File: config.mk
export PLATFORM = sky130hd
export DESIGN_NAME = mem_access_unit
export DESIGN_NICKNAME = d
export VERILOG_FILES = /design/src/rtl/mem_pkg.sv /design/src/rtl/load_align.sv /design/src/rtl/mem_access_unit.sv
export SDC_FILE = /design/constraint.sdc
export NUM_CORES = 1
export LEC_CHECK = 0
export CORE_MARGIN = 3
export CORE_UTILIZATION = 43
export DETAILED_ROUTE_END_ITERATION = 7
export PLACE_DENSITY = 0.8
export SLEW_MARGIN = 5
export SYNTH_ARGS = -nofsm -noshare
export SYNTH_HDL_FRONTEND = slang
export SYNTH_SLANG_ARGS = --single-unit
File: constraint.sdc
create_clock -name CLK -period 2.3 [get_ports CLK]
set_input_delay 0.23 -clock CLK [delete_from_list [all_inputs] [get_ports CLK]]
set_output_delay 0.23 -clock CLK [all_outputs]
set_load 0.005 [all_outputs]
File: src/rtl/mem_pkg.sv
// Shared types and constants for the MEM-stage data-memory access unit.
package mem_pkg;

  typedef enum logic [1:0] {
    StIdle,
    StReq,
    StWait,
    StDone
  } mem_state_e;

  localparam logic [2:0] F3_B  = 3'b000;
  localparam logic [2:0] F3_H  = 3'b001;
  localparam logic [2:0] F3_W  = 3'b010;
  localparam logic [2:0] F3_BU = 3'b100;
  localparam logic [2:0] F3_HU = 3'b101;

  localparam int unsigned RW_STORE_BIT = 3;

  // True when funct3 is a legal load/store encoding and the offset is naturally aligned.
  function automatic logic access_legal(input logic we, input logic [2:0] f3,
                                        input logic [1:0] off);
    logic ok;
    case (f3)
      F3_B:    ok = 1'b1;
      F3_H:    ok = ~off[0];
      F3_W:    ok = (off == 2'b00);
      F3_BU:   ok = ~we;
      F3_HU:   ok = ~we & ~off[0];
      default: ok = 1'b0;
    endcase
    return ok;
  endfunction

endpackage

File: src/rtl/load_align.sv
// Load lane select and sign/zero extension of a 32-bit read word.
module load_align
  import mem_pkg::*;
(
  input  logic [31:0] rdata,
  input  logic [1:0]  off,
  input  logic [2:0]  funct3,
  output logic [31:0] result
);

  logic [7:0]  byte_lane;
  logic [15:0] half_lane;

  // Pick the addressed lane, then extend according to funct3.
  always_comb begin
    unique case (off)
      2'd0: byte_lane = rdata[7:0];
      2'd1: byte_lane = rdata[15:8];
      2'd2: byte_lane = rdata[23:16];
      2'd3: byte_lane = rdata[31:24];
      default: byte_lane = rdata[7:0];
    endcase
    half_lane = off[1] ? rdata[31:16] : rdata[15:0];
    case (funct3)
      F3_B:    result = {{24{byte_lane[7]}}, byte_lane};
      F3_H:    result = {{16{half_lane[15]}}, half_lane};
      F3_BU:   result = {24'h0, byte_lane};
      F3_HU:   result = {16'h0, half_lane};
      default: result = rdata;
    endcase
  end

endmodule

File: src/rtl/mem_access_unit.sv
// MEM-stage data-memory access unit: req/ready + rvalid bus master with pipeline stall.
// Optional bus timeout enabled by defining MEM_ACCESS_TIMEOUT_EN.
module mem_access_unit
  import mem_pkg::*;
#(
  parameter int unsigned TIMEOUT_CYCLES = 255
) (
  input  logic        CLK,
  input  logic        RST_N,
  input  logic [31:0] EX_ADDR,
  input  logic [31:0] EX_DATA2,
  input  logic [3:0]  EX_READ_WRITE,
  input  logic        EX_DATAMEMSEL,
  output logic        STALL,
  output logic [31:0] LOAD_DATA,
  output logic        LOAD_VALID,
  output logic        ACCESS_FAULT,
  output logic        MEM_REQ,
  output logic        MEM_WE,
  output logic [31:0] MEM_ADDR,
  output logic [31:0] MEM_WDATA,
  output logic [3:0]  MEM_BE,
  input  logic        MEM_READY,
  input  logic        MEM_RVALID,
  input  logic [31:0] MEM_RDATA
);

  mem_state_e  state_q, state_d;
  logic [31:0] addr_q, wdata_q, load_data_q;
  logic [3:0]  be_q;
  logic        we_q, fault_q;
  logic [1:0]  off_q;
  logic [2:0]  f3_q;

  logic        ex_we;
  logic [2:0]  ex_f3;
  logic [1:0]  ex_off;
  logic        start, illegal_req;
  logic [31:0] st_wdata, aligned;
  logic [3:0]  st_be;
  logic        timeout_hit, timed_out, to_set;

  assign ex_we       = EX_READ_WRITE[RW_STORE_BIT];
  assign ex_f3       = EX_READ_WRITE[2:0];
  assign ex_off      = EX_ADDR[1:0];
  assign start       = (state_q == StIdle) & EX_DATAMEMSEL & access_legal(ex_we, ex_f3, ex_off);
  assign illegal_req = (state_q == StIdle) & EX_DATAMEMSEL & ~access_legal(ex_we, ex_f3, ex_off);

  // Store byte enables and lane-replicated write data; loads read the whole word.
  always_comb begin
    st_be    = 4'b1111;
    st_wdata = EX_DATA2;
    if (ex_we) begin
      case (ex_f3)
        F3_B: begin
          st_be    = 4'b0001 << ex_off;
          st_wdata = {4{EX_DATA2[7:0]}};
        end
        F3_H: begin
          st_be    = 4'b0011 << {ex_off[1], 1'b0};
          st_wdata = {2{EX_DATA2[15:0]}};
        end
        default: ;
      endcase
    end
  end

`ifdef MEM_ACCESS_TIMEOUT_EN
  localparam int unsigned CntW = (TIMEOUT_CYCLES < 255) ? 8 : $clog2(TIMEOUT_CYCLES + 1);
  logic [CntW-1:0] cnt_q;
  logic            to_q;

  // cnt_q counts completed REQ/WAIT cycles, so this fires in the last allowed cycle.
  assign timeout_hit = ((state_q == StReq) || (state_q == StWait)) &&
                       ((32'(cnt_q) + 32'd1) >= TIMEOUT_CYCLES);
  assign timed_out   = to_q;

  // Bus wait counter and sticky timeout flag for the current access.
  always_ff @(posedge CLK or negedge RST_N) begin
    if (!RST_N) begin
      cnt_q <= '0;
      to_q  <= 1'b0;
    end else begin
      if (start) begin
        cnt_q <= '0;
        to_q  <= 1'b0;
      end else begin
        if ((state_q == StReq) || (state_q == StWait)) cnt_q <= cnt_q + CntW'(1);
        if (to_set) to_q <= 1'b1;
      end
    end
  end
`else
  logic unused_timeout_cfg;
  assign timeout_hit        = 1'b0;
  assign timed_out          = 1'b0;
  assign unused_timeout_cfg = ^{TIMEOUT_CYCLES, to_set};
`endif

  // Next-state logic; bus completion has priority over a simultaneous timeout.
  always_comb begin
    state_d = state_q;
    to_set  = 1'b0;
    unique case (state_q)
      StIdle: if (start) state_d = StReq;
      StReq: begin
        if (MEM_READY) begin
          state_d = we_q ? StDone : StWait;
        end else if (timeout_hit) begin
          state_d = StDone;
          to_set  = 1'b1;
        end
      end
      StWait: begin
        if (MEM_RVALID) begin
          state_d = StDone;
        end else if (timeout_hit) begin
          state_d = StDone;
          to_set  = 1'b1;
        end
      end
      StDone:  state_d = StIdle;
      default: state_d = StIdle;
    endcase
  end

  // State, latched request fields, fault pulse and load result.
  always_ff @(posedge CLK or negedge RST_N) begin
    if (!RST_N) begin
      state_q     <= StIdle;
      addr_q      <= '0;
      wdata_q     <= '0;
      be_q        <= '0;
      we_q        <= 1'b0;
      off_q       <= '0;
      f3_q        <= '0;
      fault_q     <= 1'b0;
      load_data_q <= '0;
    end else begin
      state_q <= state_d;
      fault_q <= illegal_req;
      if (start) begin
        addr_q  <= {EX_ADDR[31:2], 2'b00};
        wdata_q <= st_wdata;
        be_q    <= st_be;
        we_q    <= ex_we;
        off_q   <= ex_off;
        f3_q    <= ex_f3;
      end
      if ((state_q == StWait) && MEM_RVALID) load_data_q <= aligned;
    end
  end

  load_align u_load_align (
    .rdata  (MEM_RDATA),
    .off    (off_q),
    .funct3 (f3_q),
    .result (aligned)
  );

  assign STALL        = start | (state_q == StReq) | (state_q == StWait);
  assign MEM_REQ      = (state_q == StReq);
  assign MEM_WE       = we_q;
  assign MEM_ADDR     = addr_q;
  assign MEM_WDATA    = wdata_q;
  assign MEM_BE       = be_q;
  assign LOAD_DATA    = load_data_q;
  assign LOAD_VALID   = (state_q == StDone) & ~we_q & ~timed_out;
  assign ACCESS_FAULT = fault_q | ((state_q == StDone) & timed_out);

endmodule

After elaboration in Yosys (flattened, before gate mapping)
Index checks and enable logic that the tools add are counted.
{"block": "totals", "register_bits": 107, "in_bits": 105, "word_cells": 58}
{"block": "classes", "n_eq_ne": 16, "shift": 2, "mux": 13, "bitwise_logic": 11, "reduce_logical": 7}
{"operator": "one-hot mux 32 bit (4 select lines)", "count": 1}
{"operator": "one-hot mux 32 bit (2 select lines)", "count": 1}
{"operator": "2-to-1 mux 32 bit", "count": 1}
{"operator": "one-hot mux 8 bit (4 select lines)", "count": 1}
{"operator": "2-to-1 mux 16 bit", "count": 1}
{"operator": "equality test 3 bit, second input constant", "count": 4}
{"operator": "equality test 2 bit, second input constant", "count": 4}
{"operator": "one-hot mux 2 bit (4 select lines)", "count": 1}
{"operator": "one-hot mux 4 bit (2 select lines)", "count": 1}
{"operator": "equality test 3 x 1 -> 1 bit, second input constant", "count": 2}
{"operator": "zero test 2 bit", "count": 3}
{"operator": "zero test 3 bit", "count": 2}
{"operator": "2-to-1 mux 2 bit", "count": 3}
{"operator": "AND 1 bit", "count": 5}
{"operator": "one-hot mux 1 bit (5 select lines)", "count": 1}
{"operator": "equality test 2 x 1 -> 1 bit, second input constant", "count": 2}
{"operator": "2-to-1 mux 4 bit", "count": 1}
{"operator": "inequality test 2 bit, second input constant", "count": 2}
{"operator": "NOT 1 bit", "count": 4}
{"operator": "<< shifter 1 x 2 -> 4 bit, first input constant", "count": 1}
{"operator": "<< shifter 2 x 2 -> 4 bit, first input constant", "count": 1}
{"operator": "equality test 3 x 2 -> 1 bit, second input constant", "count": 1}
{"operator": "AND reduction 3 bit", "count": 1}
{"operator": "inequality test 2 x 1 -> 1 bit, second input constant", "count": 1}
{"operator": "3 further kinds", "count": 4}

Depth between registers and ports, before layout
Gate-level depths: netlist (run 1).
{"block": "logic_depth", "depth_word": 6, "ltp_mapped": 8, "mapped_depth_nobuf": 6}

Modules after synthesis
Synthesis (run 1) repeated with hierarchy kept, for this count alone.
{"block": "unflattened", "hier_cells": 446, "area_unflattened_um2": 5331.4}
{"mod": "mem_access_unit", "n_inst": 1, "cells_each": 336, "area_per_inst_um2": 4682.0}
{"mod": "load_align", "n_inst": 1, "cells_each": 110, "area_per_inst_um2": 649.4}

Least setup slack after synthesis (run 1)
Ideal clock, no wire load.
{"block": "synth_path", "path_type": "reg2out", "startpoint": "register state_q[0]", "endpoint": "output port STALL", "arrival_ns": 1.458, "required_time_ns": 2.070, "setup_slack_ns": 0.612, "path_stages_with_launch": 8, "path_cell_list": "dfrtp_1 > inv_1 > ha_1 > nand2_1 > o21bai_1 > buf_2 > clkbuf_1 > nand3_1"}
{"block": "synth_between", "elab_chain_cells": 5, "elab_cells_between_ends": 7, "cone_classes": "eq/ne: 2; bitwise: 4; reduce/logical: 1"}
{"element": "start, declared", "line_no": "mem_access_unit.sv:28", "source": "mem_state_e state_q, state_d;"}
{"element": "start signal, assigned", "line_no": "mem_access_unit.sv:130", "source": "state_q <= StIdle;"}
{"element": "start signal, assigned", "line_no": "mem_access_unit.sv:140", "source": "state_q <= state_d;"}
{"element": "zero test 2 bit", "line_no": "mem_access_unit.sv:46", "source": "assign start = (state_q == StIdle) & EX_DATAMEMSEL & access_legal(ex_we, ex_f3, ex_off);"}
{"element": "AND 1 bit (2 in a row)", "line_no": "mem_access_unit.sv:46"}
{"element": "OR 1 bit", "line_no": "mem_access_unit.sv:161", "source": "assign STALL = start | (state_q == StReq) | (state_q == StWait);"}
{"element": "OR 1 bit *", "line_no": "mem_access_unit.sv:161"}
{"element": "end, declared", "line_no": "mem_access_unit.sv:14", "source": "output logic STALL,"}
Mark *: on every way between the ends. The rest lies on a longest branch, timed or not.

Worst setup path after layout (run 1)
{"block": "layout_path", "startpoint": "input port EX_READ_WRITE[2]", "endpoint": "output port STALL"}
{"block": "layout_between", "elab_chain_cells": 5, "elab_cells_between_ends": 9, "cone_classes": "eq/ne: 4; mux: 1; bitwise: 3; reduce/logical: 1"}
{"element": "start, declared", "line_no": "mem_access_unit.sv:12", "source": "input logic [3:0] EX_READ_WRITE,"}
{"element": "equality test 3 bit (tied with other cells)", "line_no": "mem_pkg.sv:23", "source": "case (f3)"}
{"element": "one-hot mux 1 bit (5 select lines) *", "line_no": "mem_pkg.sv:23"}
{"element": "AND 1 bit *", "line_no": "mem_access_unit.sv:46"}
{"element": "OR 1 bit * (2 in a row)", "line_no": "mem_access_unit.sv:161"}
Marks and branches as above.

==> results.txt, run 1 <==
----------------------------------------------------
[Status]
  Run status ... finished clean

[Layout]
  Final Non-Filler Cells ... roughly 900
  Diode count ... 0
  Most common cell after layout, fill and taps aside ... sky130_fd_sc_hd__clkdlybuf4s50_1
  Top library cells by usage in the layout, fill and taps aside ... sky130_fd_sc_hd__clkdlybuf4s50_1 (206), sky130_fd_sc_hd__nand2_1 (193), sky130_fd_sc_hd__dfrtp_1 (107)
  Layout net count ... 862
  Fin area ... 0.007665 mm^2
  Share of post-route cells with drive strength above 1 ... 8.201%
  Area delta synth->final ... 50.52%

[Logic synthesis]
  Cell type contributing the most total cell area after synthesis ... sky130_fd_sc_hd__dfrtp_1
  Post-Syn Area ... 0.005092 mm^2
  Fraction of synthesized cell area taken by the top area cell type ... 52.58%
  Register area share after synthesis ... 52.58%
  Largest cells by area after synthesis ... sky130_fd_sc_hd__dfrtp_1 (53%), sky130_fd_sc_hd__nand2_1 (14%), sky130_fd_sc_hd__mux2i_1 (6.5%)
  Warnings, synthesis ... 0
  Number of distinct library cells after synthesis ... 37
  Mapped Cells ... 554
  Syn avg cell area ... about 9.2 um^2
  Number of storage elements in the synthesis netlist ... 107

[Clock network]
  Number of buffers created by CTS ... 9
  Count of H-tree levels built during CTS ... 3
  Later-pin clock latency in the skew report ... approximately 0.34 ns
  Reg clk slew, reported paths ... 0.07 ns
  Clock Sink Count ... 107
  Root buffer selected by CTS ... sky130_fd_sc_hd__clkbuf_16
  Clock Path Buffers ... 2
  TritonCTS clock tree ... yes

[STA]
  Final count of hold timing violations ... 0
  Final clock skew ... 0.005266 ns
  Number of failing setup endpoints in the final timing report ... 0
  Setup repair after global routing missed its margin ... no
  Final-layout worst hold slack ... 0.4119 ns
  Worst rel slew slack ... between 60 and 70%
  Time the worst path needs with I/O delays and setup ... 2.245 ns
  Actual transition at the worst max-transition pin ... ~0.54 ns
  Fmax ... 445.4 MHz
  Setup slack of the critical path after layout ... 0.05467 ns
  Number of slew-limit violations in the final report ... 0
  Post-route clock period utilization ... 97.62%
  Setup total negative slack ... 0 ns

[Routing]
  1st-pass router iterations ... 4
  Routed Antenna Nets ... 0
  DRC Markers ... 0
  Total wirelength of the detailed-routed design ... 15120 um
  Overall via count from detail_route ... roughly 4600
  WL/cell ... about 17 um
  Number of vias per cell after detailed routing ... 5.158
  Starting DRT DRC Count ... 390

[Floorplan]
  Starting utilization of the core area ... 44.22%
  Total die area ... 0.01318 mm^2
  Number of I/O pins ... 210
  Row count ... 39
  Die W ... 114.8 um
  Chip Height ... 114.8 um
  Core region area ... 0.01152 mm^2

[Min path]
  Hold Crit Class ... in2reg

[Global route]
  Most Crowded Layer GR ... met2
  Global routing met2 resource utilization ... 37.87%
  Grt total ovfl ... 0
  GR met1 Demand/Resource ... a little over a quarter
  Met3 global-route usage ... ~7.5%
  Antenna violations before repair ... 0
  Total global routing track utilization ... 22.76%
  Largest net degree at the start of global routing ... just over 90
  Global-route wire length before repair ... roughly 24000 um
  Number of global-route vias before repair ... 4847

[Place]
  HPWL after DPL ... 11230 um
  I/O Buffers ... between 200 and 250
  Worst slack, placed ... 0.06444 ns
  Instance area at placement ... about 0.0073 mm^2
  Placed Cells incl. Taps ... 883
  Final weighted congestion in routability-driven placement ... 0.9075

[Critical path]
  Crit path max-delay cell type ... sky130_fd_sc_hd__a221oi_2
  Cell repeated most along the worst path ... sky130_fd_sc_hd__clkdlybuf4s50_1
  Critical Path Source Type ... primary input
  Required time of the critical path ... between 2 and 2.5 ns
  Worst setup EP type ... primary output
  Peak fanout along the critical path ... 4
  Crit path DAT ... slightly above 2 ns
  Worst path max stage delay ... 0.52 ns
  Class of the most critical setup path ... in2out
  Ordered list of cells on the worst path ... clkdlybuf4s50_1, a221oi_2, o21bai_4, nand3_1, clkdlybuf4s50_1

[Run]
  Max-cap violation count ... 0

[Pwr]
  Leakage ... ~3.5 nW
  Worst vdd ir ... about 0.58 mV
  Power per Cell Area ... 1165 mW/mm^2

----------------------------------------------------
## per-layer routing
layer / vias up / share of wire, %
li1: 2210 / -
met4: 0 / 2.3
met3: 31 / 10
met1: 2174 / 40
met2: 222 / 48
met5: - / 0
## power breakdown
group | internal (mW) | switching [mW] | total (mW)
sequential | 2.74 | 0.522 | 3.26
clock | 1.06 | 0.662 | 1.72
combinational | 2.28 | 1.67 | 3.95
total | 6.07 | 2.85 | 8.93
## cells by family (layout without fill, tap and decap cells)
logic type,count (synthesis),count (layout),share of synthesized area (%)
multiplexers,44,44,9.140
buffers and inverters,47,248,4.521
other,1,2,0.07364
flip-flops,107,107,52.58
AO/OA/AOI/OAI,85,85,9.238
adder cells (fa/ha/maj),5,5,1.229
AND/OR/NAND/NOR,265,265,23.22
## per-stage QoR
step / util [%] / total power [mW]
4_1_cts: 66.54 / 9.017
3_3_place_gp: 63.57 / 7.085
2_1_floorplan: - / 4.825
3_5_place_dp: 63.57 / 7.251
5_1_grt: 66.56 / 9.554
6_report: 66.56 / 8.929
## worst max-delay path: cells and delay by family
kind,cells,cell delay [ns]
and+or+nand+nor,1,0.10
AOI/OAI and AO/OA,2,0.66
buffers and inverters,2,1.03
## state kept, by name, indices dropped and copies added (netlist names)
signal and cells:
ACCESS_FAULT 1, LOAD_DATA 32, MEM_ADDR 30, MEM_BE 4, MEM_WDATA 32, MEM_WE 1, f3_q 3, off_q 2
state_q 2
## what timing repair did
action / in CTS / in global routing
resized for setup: 0 / 3
endpoints found under the setup margin: 0 / 1
buffers inserted: 0 / 0
hold endpoints to repair: 38 / 0
hold buffers: 1 / 0
## cell type report
type,instances,area [um^2]
clock inverter,5,102.6
fill,932,3851
clock buffer,10,229.0
sequential,107,2678
tap,143,178.9
inverter,6,22.52
timing repair buffer,227,2247
multi-input combinational,401,2207
## cell usage after synthesis (all sizes together)
master	number
or4	1
a31oi	4
conb	1
a22oi	1
nor4	1
o21bai	3
nand2	193
a21oi	11
dfrtp	107
o21ai	60
a211o	1
ha	5
mux2	10
a221oi	1
and2	1
buf	17
nor3b	1
a211oi	2
nand2b	8
mux4	1
nand3b	9
o21ba	1
clkbuf	24
nand3	33
nor2b	9
nor2	8
inv	6
nor3	1
o22ai	1
mux2i	33
## path summary, 6_finish.rpt
kind	from	end	slack, ns	cells after the start
max in group asynchronous	RST_N	MEM_WDATA[28]	1.21	3
worst max register to register	f3_q[0]	LOAD_DATA[6]	0.58	4
worst min register to register	MEM_ADDR[31]	MEM_ADDR[31]	0.47	2
worst min-delay path	EX_ADDR[21]	MEM_ADDR[21]	0.41	3
worst max-delay path	EX_READ_WRITE[2]	STALL	0.05	5
min in group asynchronous	RST_N	LOAD_DATA[17]	0.42	2
(Power assumes the default switching activity.)
==> run 2, diff against run 1 <==
--- a/config.mk
+++ b/config.mk
@@ -5,10 +5,10 @@
 export SDC_FILE = /design/constraint.sdc
 export NUM_CORES = 1
 export LEC_CHECK = 0
-export CORE_MARGIN = 3
+export ABC_CLOCK_PERIOD_IN_PS = 2300
 export CORE_UTILIZATION = 43
 export DETAILED_ROUTE_END_ITERATION = 7
-export PLACE_DENSITY = 0.8
+export PLACE_DENSITY = 0.85
 export SLEW_MARGIN = 5
 export SYNTH_ARGS = -nofsm -noshare
 export SYNTH_HDL_FRONTEND = slang
==> run 2 against run 1 <==
Effect of this change:
- critical path depth increased by 1
- clock power down 4%
- die area fell by 6.8%
- flip-flop and latch count unchanged
- wire length is 5.0% lower
- via count shrank 0.28%
- total power shrank 1.3%
- first-iteration DRC count fell by 29%
- hold slack improved by 0.0061 ns
- highest routed layer unchanged
==> results.txt, run 2 (synthesis gave the netlist of run 1 again) <==
----------------------------------------------------
[Layout]
  Diode count ... 0 (unchanged)
  Final Non-Filler Cells ... 896 (-0.33%)
  Area delta synth->final ... 50.00%
  Share of post-route cells with drive strength above 1 ... 7.703% (-0.50 points)
  Top library cells by usage in the layout, fill and taps aside ... sky130_fd_sc_hd__clkdlybuf4s50_1 (206), sky130_fd_sc_hd__nand2_1 (193), sky130_fd_sc_hd__dfrtp_1 (107)
  Layout net count ... 859 (-0.35%)
  Fillers ... 902 (-3.2%)
  Most common cell after layout, fill and taps aside ... sky130_fd_sc_hd__clkdlybuf4s50_1

[Floorplan]
  Die W ... 110.8 um (-3.5%)
  Core region area ... 0.01147 mm^2 (-0.42%)
  Row count ... 39 (unchanged)
  Number of I/O pins ... 210 (unchanged)
  Total die area ... 0.01228 mm^2 (-6.8%)
  Chip Height ... 110.8 um (-3.5%)
  Starting utilization of the core area ... 44.41% (+0.19 points)

[Critical path]
  Crit path DAT ... 1.96 ns (-0.06 ns)
  Worst reg-to-reg path cell count ... 4 (unchanged)
  Peak fanout along the critical path ... 5 (+1)
  Crit path max-delay cell type ... sky130_fd_sc_hd__clkdlybuf4s50_1
  Required time of the critical path ... 2.07 ns (about the same)
  Ordered list of cells on the worst path ... inv_2, ha_1, nand2_1, o21bai_4, nand3_1, clkdlybuf4s50_1
  Worst setup EP type ... primary output
  Class of the most critical setup path ... reg2out
  Worst path max stage delay ... 0.52 ns (about the same)
  Critical Path Source Type ... flop

[STA]
  Setup total negative slack ... 0 ns (unchanged)
  Post-route clock period utilization ... 95.18% (-2.4 points)
  Final clock skew ... 0.006176 ns (+0.0009095 ns)
  Actual transition at the worst max-transition pin ... 0.6563 ns (+0.1198 ns)
  Number of slew-limit violations in the final report ... 0 (unchanged)
  Final-layout worst hold slack ... 0.4180 ns (+0.006113 ns)
  Setup repair after global routing missed its margin ... no
  Fmax ... 456.8 MHz (+2.6%)
  Time the worst path needs with I/O delays and setup ... 2.189 ns (-0.05611 ns)
  Final count of hold timing violations ... 0 (unchanged)
  Worst rel slew slack ... 56.24% (-8.0 points)
  Number of failing setup endpoints in the final timing report ... 0 (unchanged)

[Routing]
  Total wirelength of the detailed-routed design ... 14360 um (-5.0%)
  WL/cell ... 16.03 um (-4.7%)
  Starting DRT DRC Count ... 277 (-29%)
  Number of vias per cell after detailed routing ... 5.161 (about the same)
  Routed Antenna Nets ... 0 (unchanged)
  Overall via count from detail_route ... 4624 (-0.28%)
  DRC Markers ... 0 (unchanged)
  1st-pass router iterations ... 4 (unchanged)

[Pwr]
  Power per Cell Area ... 1154 mW/mm^2 (-0.96%)
  Leakage ... 3.470 nW (-0.62%)
  Worst vdd ir ... 0.5905 mV (+1.3%)

[Clock network]
  Root buffer selected by CTS ... sky130_fd_sc_hd__clkbuf_16
  Clock Sink Count ... 107 (unchanged)
  Count of buffers added by post-CTS timing repair for setup ... 0 (unchanged)
  Number of buffers created by CTS ... 9 (unchanged)
  Reg clk slew, reported paths ... 0.07 ns (about the same)
  Clock Path Buffers ... 2 (unchanged)
  Count of H-tree levels built during CTS ... 3 (unchanged)
  Later-pin clock latency in the skew report ... 0.34 ns (about the same)
  TritonCTS clock tree ... yes

[Global route]
  Largest net degree at the start of global routing ... 93 (unchanged)
  Global-route wire length before repair ... 23890 um (-0.20%)
  Total global routing track utilization ... 24.20% (+1.4 points)
  Grt total ovfl ... 0 (unchanged)
  Number of global-route vias before repair ... 4809 (-0.78%)
  Antenna violations before repair ... 0 (unchanged)

[Status]
  Run status ... finished clean

[Run]
  Max-cap violation count ... 0 (unchanged)

[Min path]
  Worst Hold Path Cells ... 3 (unchanged)
  Hold Crit Class ... in2reg

[Place]
  Final weighted congestion in routability-driven placement ... 0.9063 (-0.13%)
  HPWL after DPL ... 10330 um (-8.0%)
  Placed Cells incl. Taps ... 880 (-0.34%)
  I/O Buffers ... 207 (unchanged)

----------------------------------------------------
==> run 2: area by class of cell <==
type	instances	area (um^2)	share of cell area (%)
Clock inverter	4	75.07	0.9828
Sequential cell	107	2678	35.05
Inverter	6	22.52	0.2948
Tap cell	143	178.9	2.342
Multi-Input combinational cell	401	2205	28.86
Timing Repair Buffer	224	2237	29.29
Clock buffer	11	242.7	3.178
==> run 2: metal layers <==
layer | share of wire [%] | GRT usage [%]
met5 | 0 | 0
met4 | 1.6 | 8.178
met3 | 8.5 | 6.452
met2 | 49 | 40.87
met1 | 41 | 29.98
==> run 2: report_power, final <==
group          switching (mW)  total, mW  internal [mW]
Combinational            1.65       3.92           2.27
Sequential              0.508       3.24           2.73
Clock                   0.671       1.65          0.979
==> run 2: metrics by stage <==
step	total power, mW	setup slack [ns]	utilization, %	instance area (um^2)
floorplan	4.825	0.6122	-	5096
global placement	7.041	0.1620	63.75	7311
detailed placement	7.207	0.1709	63.75	7311
CTS	8.886	0.03877	66.61	7639
global route	9.380	0.0004796	66.61	7639
finish	8.814	0.1108	66.61	7639
==> run 2: final timing paths <==
| kind | to | from | slack (ns) |
|---|---|---|---|
| setup / recovery | STALL | state_q[0] | 0.11 |
| hold / removal | MEM_ADDR[3] | EX_ADDR[3] | 0.42 |
| setup reg to reg | LOAD_DATA[2] | f3_q[0] | 0.55 |
| hold reg to reg | MEM_ADDR[12] | MEM_ADDR[12] | 0.48 |
| max in group asynchronous | MEM_WE | RST_N | 1.07 |
| min in group asynchronous | MEM_WDATA[1] | RST_N | 0.49 |
==> run 2: critical path: cells and delay by family, from the launching register on <==
family	cells	cell delay [ns]
simple gates	2	0.19
buf+inv	2	0.63
fa+ha+maj	1	0.20
flops	1	0.42
compound gates	1	0.20
==> run 2: repair_timing <==
action | in CTS | in global routing
gates resized for setup | 0 | 2
hold buffers | 1 | 0
setup endpoints to repair | 0 | 1
hold endpoints to repair | 50 | 0
==> run 3, diff against run 2 <==
--- a/config.mk
+++ b/config.mk
@@ -9,7 +9,6 @@
 export CORE_UTILIZATION = 43
 export DETAILED_ROUTE_END_ITERATION = 7
 export PLACE_DENSITY = 0.85
-export SLEW_MARGIN = 5
 export SYNTH_ARGS = -nofsm -noshare
 export SYNTH_HDL_FRONTEND = slang
 export SYNTH_SLANG_ARGS = --single-unit
==> results of run 3 <==
The final DEF is identical to that of run 2; final timing and power are the same.
